### config.mk
export PLATFORM = sky130hd
export DESIGN_NAME = occupancy_level_sensor
export DESIGN_NICKNAME = d
export VERILOG_FILES = /design/src/rtl/occupancy_level_sensor.sv
export SDC_FILE = /design/constraint.sdc
export NUM_CORES = 1
export LEC_CHECK = 0
export ABC_AREA = 1
export ABC_CLOCK_PERIOD_IN_PS = 3300
export CAP_MARGIN = 5
export CORE_UTILIZATION = 56
export DETAILED_ROUTE_END_ITERATION = 10
export PLACE_DENSITY = 0.82
export SLEW_MARGIN = 0
export SYNTH_ARGS = -nofsm -noshare
export SYNTH_HDL_FRONTEND = slang
export SYNTH_SLANG_ARGS = --single-unit
export TNS_END_PERCENT = 100
### constraint.sdc
create_clock -name CLK -period 3.3 [get_ports CLK]
set_input_delay 0.66 -clock CLK [delete_from_list [all_inputs] [get_ports CLK]]
set_output_delay 0.66 -clock CLK [all_outputs]
set_load 0.005 [all_outputs]
### src/rtl/occupancy_level_sensor.sv
// Multi-beam doorway sensor. Classifies each pass by the highest beam broken,
// toggles a per-class presence bit when a long-enough pass ends, flags beams
// that stay broken too long, and priority-encodes the tallest occupant class.
module occupancy_level_sensor #(
  parameter int N_LEVELS = 2,
  parameter int MIN_PASS = 2,
  parameter int MAX_PASS = 255,
  parameter int CW       = $clog2(N_LEVELS + 1)
) (
  input  logic                CLK,
  input  logic                RESET,
  input  logic [N_LEVELS-1:0] G,
  input  logic                CLR_FAULT,
  output logic [N_LEVELS-1:0] PRESENT,
  output logic [CW-1:0]       LEVEL,
  output logic                PASS_STB,
  output logic [CW-1:0]       PASS_CLASS,
  output logic                FAULT,
  output logic [1:0]          dbg_state
);

  localparam int LW = $clog2(MAX_PASS + 1);

  localparam logic [1:0] S_IDLE  = 2'd0;
  localparam logic [1:0] S_PASS  = 2'd1;
  localparam logic [1:0] S_STUCK = 2'd2;

  logic [1:0]          state;
  logic [LW-1:0]       len;
  logic [CW-1:0]       peak;
  logic [CW-1:0]       g_class;
  logic [CW-1:0]       peak_next;
  logic [N_LEVELS-1:0] toggle_mask;
  logic                g_any;

  assign g_any     = |G;
  assign dbg_state = state;

  // Class of the current sample: highest broken beam index + 1, 0 when clear.
  always_comb begin
    g_class = '0;
    for (int i = 0; i < N_LEVELS; i++) begin
      if (G[i]) g_class = CW'(i + 1);
    end
  end

  // Running peak including this sample, and the presence bit the peak selects.
  always_comb begin
    peak_next = (g_class > peak) ? g_class : peak;
    toggle_mask = '0;
    for (int i = 0; i < N_LEVELS; i++) begin
      toggle_mask[i] = (peak == CW'(i + 1));
    end
  end

  // Priority encode of PRESENT: highest class that has someone inside.
  always_comb begin
    LEVEL = '0;
    for (int i = 0; i < N_LEVELS; i++) begin
      if (PRESENT[i]) LEVEL = CW'(i + 1);
    end
  end

  // Pass tracking FSM, presence toggles, strobe and sticky fault.
  // The fault clear is applied before the set so a same-edge set wins.
  always_ff @(posedge CLK) begin
    if (!RESET) begin
      state      <= S_IDLE;
      len        <= '0;
      peak       <= '0;
      PRESENT    <= '0;
      PASS_STB   <= 1'b0;
      PASS_CLASS <= '0;
      FAULT      <= 1'b0;
    end else begin
      PASS_STB <= 1'b0;
      if (CLR_FAULT && state != S_STUCK) FAULT <= 1'b0;
      case (state)
        S_IDLE: begin
          if (g_any) begin
            state <= S_PASS;
            len   <= LW'(1);
            peak  <= g_class;
          end
        end
        S_PASS: begin
          if (g_any) begin
            if (len == LW'(MAX_PASS)) begin
              // Beam held past the legal pass length: discard the pass.
              state <= S_STUCK;
              len   <= '0;
              peak  <= '0;
              FAULT <= 1'b1;
            end else begin
              len  <= len + LW'(1);
              peak <= peak_next;
            end
          end else begin
            state <= S_IDLE;
            len   <= '0;
            peak  <= '0;
            if (len >= LW'(MIN_PASS)) begin
              PRESENT    <= PRESENT ^ toggle_mask;
              PASS_CLASS <= peak;
              PASS_STB   <= 1'b1;
            end
          end
        end
        S_STUCK: begin
          if (!g_any) state <= S_IDLE;
        end
        default: begin
          state <= S_IDLE;
          len   <= '0;
          peak  <= '0;
        end
      endcase
    end
  end

endmodule

# --- Word level (Yosys, flattened, before mapping) ---
# Cells that the tools add are included.
word_totals:
  out_inout_bits: 10
  regBits: 18
classes:
  reduce_logical: 8
  magnitude_cmp: 2
  n_bitwise: 5
  add_sub_neg: 1
  eq_ne: 10
  mux: 23
op_table:
  columns: ["op", "n"]
  rows:
  - ["$mux 8", 3]
  - ["$pmux 8 s3", 1]
  - ["$mux 2", 10]
  - ["$pmux 2 s3", 2]
  - ["$reduce_and 3->1", 3]
  - ["$add 8x1->8 const B", 1]
  - ["$eq 8x8->1 const B", 1]
  - ["$ge 8x2->1 const B", 1]
  - ["$mux 1", 7]
  - ["$ne 2x2->1 const B", 3]
  - ["$eq 2x1->1 const B", 2]
  - ["$eq 2x2->1 const B", 2]
  - ["$ne 4x4->1 const B", 1]
  - ["$not 1->1", 4]
  - ["$reduce_or 4->1", 1]
  - ["$ne 3x3->1 const B", 1]
  - ["$gt 2x2->1", 1]
  - ["$logic_not 2->1", 1]
  - ["$reduce_and 2->1", 1]
  - ["$reduce_or 2->1", 1]
  - ["$xor 2x2->2", 1]
  - ["$logic_and 1x1->1", 1]

# --- Depth between registers and ports, before layout ---
logic_depth:
  depth_word: 7
  mapped_depth: 13
  ltp_nobuf: 13

# --- Least setup slack after synthesis ---
# No wires, ideal clock.
synth_timing:
  path_kind: "in2reg"
  start: "input G[0]"
  end: "register peak[0]"
  arrival_time_ns: 1.513
  setup_slack_ns: 1.674
  setup_ns: 0.113
  required_time_ns: 3.187
  path_buffers: 0
  cell_stages: 11
  cell_sequence: "inv_1 -> nor2_1 -> inv_1 -> ha_1 -> nand2_1 -> nand2_1 -> nand3_1 -> nand2_1 -> nand2_1 -> nand2_1 -> nor2_1"
synth_via:
  elab_chain_cells: 6
synth_lines:
  columns: ["item", "line", "rtl"]
  rows:
  - ["start, declared", "12", "input logic [N_LEVELS-1:0] G,"]
  - ["parallel branches: the longest is 6 deep, another holds $gt 2x2->1", null, null]
  - ["end signal, assigned", "83", "peak <= g_class;"]
  - ["end signal, assigned", "96", "peak <= peak_next;"]
  - ["end, declared", "30", "logic [CW-1:0] peak;"]
# Several ways; the timed one is not identified. The select of a mux whose other input is x is not followed.
# A chain may end at the register's enable or synchronous reset.

# --- Final worst setup path ---
layout_timing:
  start: "register state[1] (netlist: dbg_state[1])"
  end: "output dbg_state[1]"
layout_rtl:
  columns: ["item", "line", "rtl"]
  rows:
  - ["start, declared", "28", "logic [1:0] state;"]
  - ["start signal, assigned", "68", "state <= S_IDLE;"]
  - ["start signal, assigned", "81", "state <= S_PASS;"]
  - ["start signal, assigned", "90", "state <= S_STUCK;"]
  - ["end, declared", "19", "output logic [1:0] dbg_state"]
# No word-level cell between the ends.

==> reports/summary.md <==
H-tree depth: 1. By area the synthesized netlist is led by dfxtp_1, nand2_1, nand3_1, inv_1, nor2_1. The via count of the first global-routing pass was 830; the internal cell power was 0.314 mW. The run gives 0 as the final hold violation count. The tools report the endpoint type of the worst setup path as an output pin. The largest voltage drop on the vdd net came out at 0.517 mV. The final number of max-transition violations was 0; the core region area was 1590 um2. The largest total area in the synthesized netlist belongs to dfxtp_1. The count of nets left with antenna violations once routing finished came out at 0. Yosys mapped the design onto 20 distinct sky130hd cell types. Number of antenna violations at the first check in global routing: 0. Commonest register cell after synthesis: dfxtp_1. Across all register-to-register paths, the minimum setup slack is 1880 ps.

The share of the synthesized area in the top cell type is 0.360. The proportion of total power due to net switching is 0.256, and the delay contributed by the slowest stage of the critical path is 570 ps. The congestion estimate from routability-driven global placement came to 0.900. The first routing iteration left 37 violations. The number of flip-flops and latches in the synthesized netlist was 18. The detailed router placed 967 vias in this run. For this run, design rule violations remaining after detail routing come to 0. The reg-to-reg critical path startpoint is len[1].

Endpoint of the most critical register-to-register path: peak[0]. The sequential-to-total area share from yosys stat was 0.360. The floorplan step defined a die boundary enclosing 1960 um2.

The die is 44.3 um tall. The share of the core filled with cells was 0.752; the clock share of power was 0.315. By startpoint and endpoint, the worst setup path is classified as reg2out. The instance count along the most critical hold path is 2, and the estimated wirelength of the detail-placed design is 1560 um. Counting every instance in the synthesized netlist gives 148. The first global-routing pass estimated 3320 um of wire. Proportion of register bits with asynchronous set or reset after synthesis: 0. Between clock sinks in the finished design, the worst skew comes to 1.21 ps. For this run, the number of Yosys warnings is 0. The signal on the critical path passes through clkdlybuf4s50_1. Buffers placed on the I/O ports in this run total 14.

The later pin in the worst-skew pair is clocked with a latency of 290 ps. STA classifies the critical path startpoint as a register. The summed instance area of the synthesized netlist was 1000 um2.

Worst min-delay path class: reg2reg. On the critical path, the stage with the largest delay is an instance of clkdlybuf4s50_1. After global routing the overflow that remains totals 0. The number of nets handed over by synthesis was 157.

The die extent in x was 44.3 um. The endpoint arrival time on the critical path was 1380 ps; the combined global-route utilization of all metal layers was 0.234. After routing the design area is 1200 um2. The fraction of layout cells with a size suffix above 1 was 0.0727; the cell depth of the worst flop-to-flop path was 8. The net total in the final layout is 175.

On the critical path the largest part of the delay comes from buffers and inverters. The first detailed-routing pass ran for 4 iterations. The number of diodes came out at 0. The most common cell in the synthesized netlist is nand2_1. For the number of CTS-inserted buffers, the log shows 3.

The startpoint of the most critical hold path is PASS_CLASS[0]. The share of power burned in combinational logic was 0.142. The routed design could run at a clock period as short as 2040 ps. The power dissipated by switching net loads is 0.108 mW.

For this run, the top clock speed supported by timing is 491 MHz. The run gives 15 as the number of ports placed on the die boundary. The path with the worst hold slack has its endpoint at PASS_CLASS[0].

The worst slew margin relative to its limit is 0.772, and the final critical-path setup slack is 1260 ps. The effective utilization at floorplan came out at 0.627. The synthesized design contains 0 enable-type register cells. The number of hold buffers added after CTS was 0.

In this run the core area contains 14 standard-cell rows. In this run the worst setup path begins at dbg_state[1]. Counting instances in the post-synthesis netlist gives the leading cell types as nand2_1, inv_1, nor2_1, dfxtp_1, nand3_1. The placed instances occupy a cell area of 1160 um2.

The tree built by TritonCTS fans out to 18 sinks. The average wire per cell in the routed design is 10.4 um, and the layout-stage area growth over the synthesis result is 19.9%. OpenSTA, run right after detailed placement, puts the worst setup slack at 990 ps. The design draws 0.422 mW. The relative contribution of sequential cells to total power came out at 0.543. Setup repair after global routing left no endpoint under its margin. TritonCTS built the clock tree. The total negative setup slack is 0 ps, and the ratio of final minimum period to clock period is 0.617.

The max capacitance violation total is 0. The flow ran to the end, and the final reports show no timing, DRC or antenna violations. The tree is rooted in a clkbuf_4. Along the worst path, the maximum fanout reaches 7. Dividing total power by cell area gives a power density of 352 nW/um2.

The required time of the critical path was 2640 ps; the ratio of routed vias to standard cells was 5.12. Once the clock tree was built, the resizer swapped 0 gates to a different size. Clock-pin slew was measured on the worst setup and hold paths at 100 ps. For this design the static power due to leakage is 0.499 nW. Counting the fill cells in the layout gives 125. The slew at the pin closest to its max-slew limit is 341 ps, and the final setup violation count is 0. No sink is reached through more buffers than the 2 on the longest clock path. Entering global routing, the biggest net connects 11 pins. The synthesized area per cell is 6.75 um2.

Wires add up to 1970 um. Once the clock tree was built, the setup fixing pass inserted 0 buffers. Critical path buffer and inverter count: 1.
==> power groups by stage <==
stage | Sequential, mW | Combinational, mW | Clock (mW)
floorplan | 0.233 | 0.0424 | 0
global route | 0.230 | 0.0680 | 0.151
global placement | 0.234 | 0.0570 | 0
CTS | 0.229 | 0.0597 | 0.139
finish | 0.229 | 0.0599 | 0.133
detailed placement | 0.234 | 0.0593 | 0
==> state kept, by name, indices dropped and copies added, names as in the netlist <==
register / flops
PASS_CLASS: 2
PASS_STB: 1
PRESENT: 2
len: 8
peak: 2
FAULT: 1
dbg_state: 2
==> placed cells by master, fill, tap and decap left out, drive strengths merged <==
cell and n:
a21oi 9, nand2 40, xnor2 1, nand3 16, inv 22, nor2 23
clkbuf 4, or2 1, nand4 1, nor3 3, clkdlybuf4s50 14, xor2 4
ha 4, dfxtp 18, o21ai 4, o2111a 1
==> logic make-up after synthesis <==
| kind of cell | count (synthesis) | share of synthesized area |
|---|---|---|
| and+or+nand+nor | 84 | 0.364 |
| buffers and inverters | 23 | 0.0901 |
| DFF | 18 | 0.360 |
| AOI/OAI and AO/OA | 14 | 0.0914 |
| xor gates and xnor gates | 5 | 0.0438 |
| adders and majority gates | 4 | 0.0501 |
==> worst max path at each step <==
| stage | to | slack (ps) | cells after the start |
|---|---|---|---|
| after floorplan | peak[0] | 1670 | 11 |
| after global placement | PRESENT[0] | 1100 | 7 |
| final | dbg_state[1] | 1260 | 1 |
| after CTS | dbg_state[1] | 1240 | 1 |
| after global routing | peak[1] | 1200 | 13 |
| after detailed placement | peak[0] | 990 | 11 |
==> layer usage <==
layer / share of wire / up-vias / GRT usage
met1: 0.45 / 431 / 0.285
met4: 0.011 / 0 / 0.0727
met2: 0.47 / 32 / 0.391
met3: 0.068 / 4 / 0.0735
met5: 0 / - / 0
li1: - / 500 / -
==> through the flow <==
stage	std cells	hold WS, ps
2_1_floorplan	148	457
4_1_cts	189	472
3_5_place_dp	185	456
6_report	189	470
3_3_place_gp	185	448
5_1_grt	189	499
==> final cells by class <==
type	count	area, um2	area share
Clock buffer	4	36.3	0.0303
Inverter	22	82.6	0.0689
Multi-Input combinational cell	107	549	0.458
Sequential cell	18	360	0.301
Tap cell	24	30.0	0.0251
Timing Repair Buffer	14	140	0.117
(Power assumes the default switching activity.)
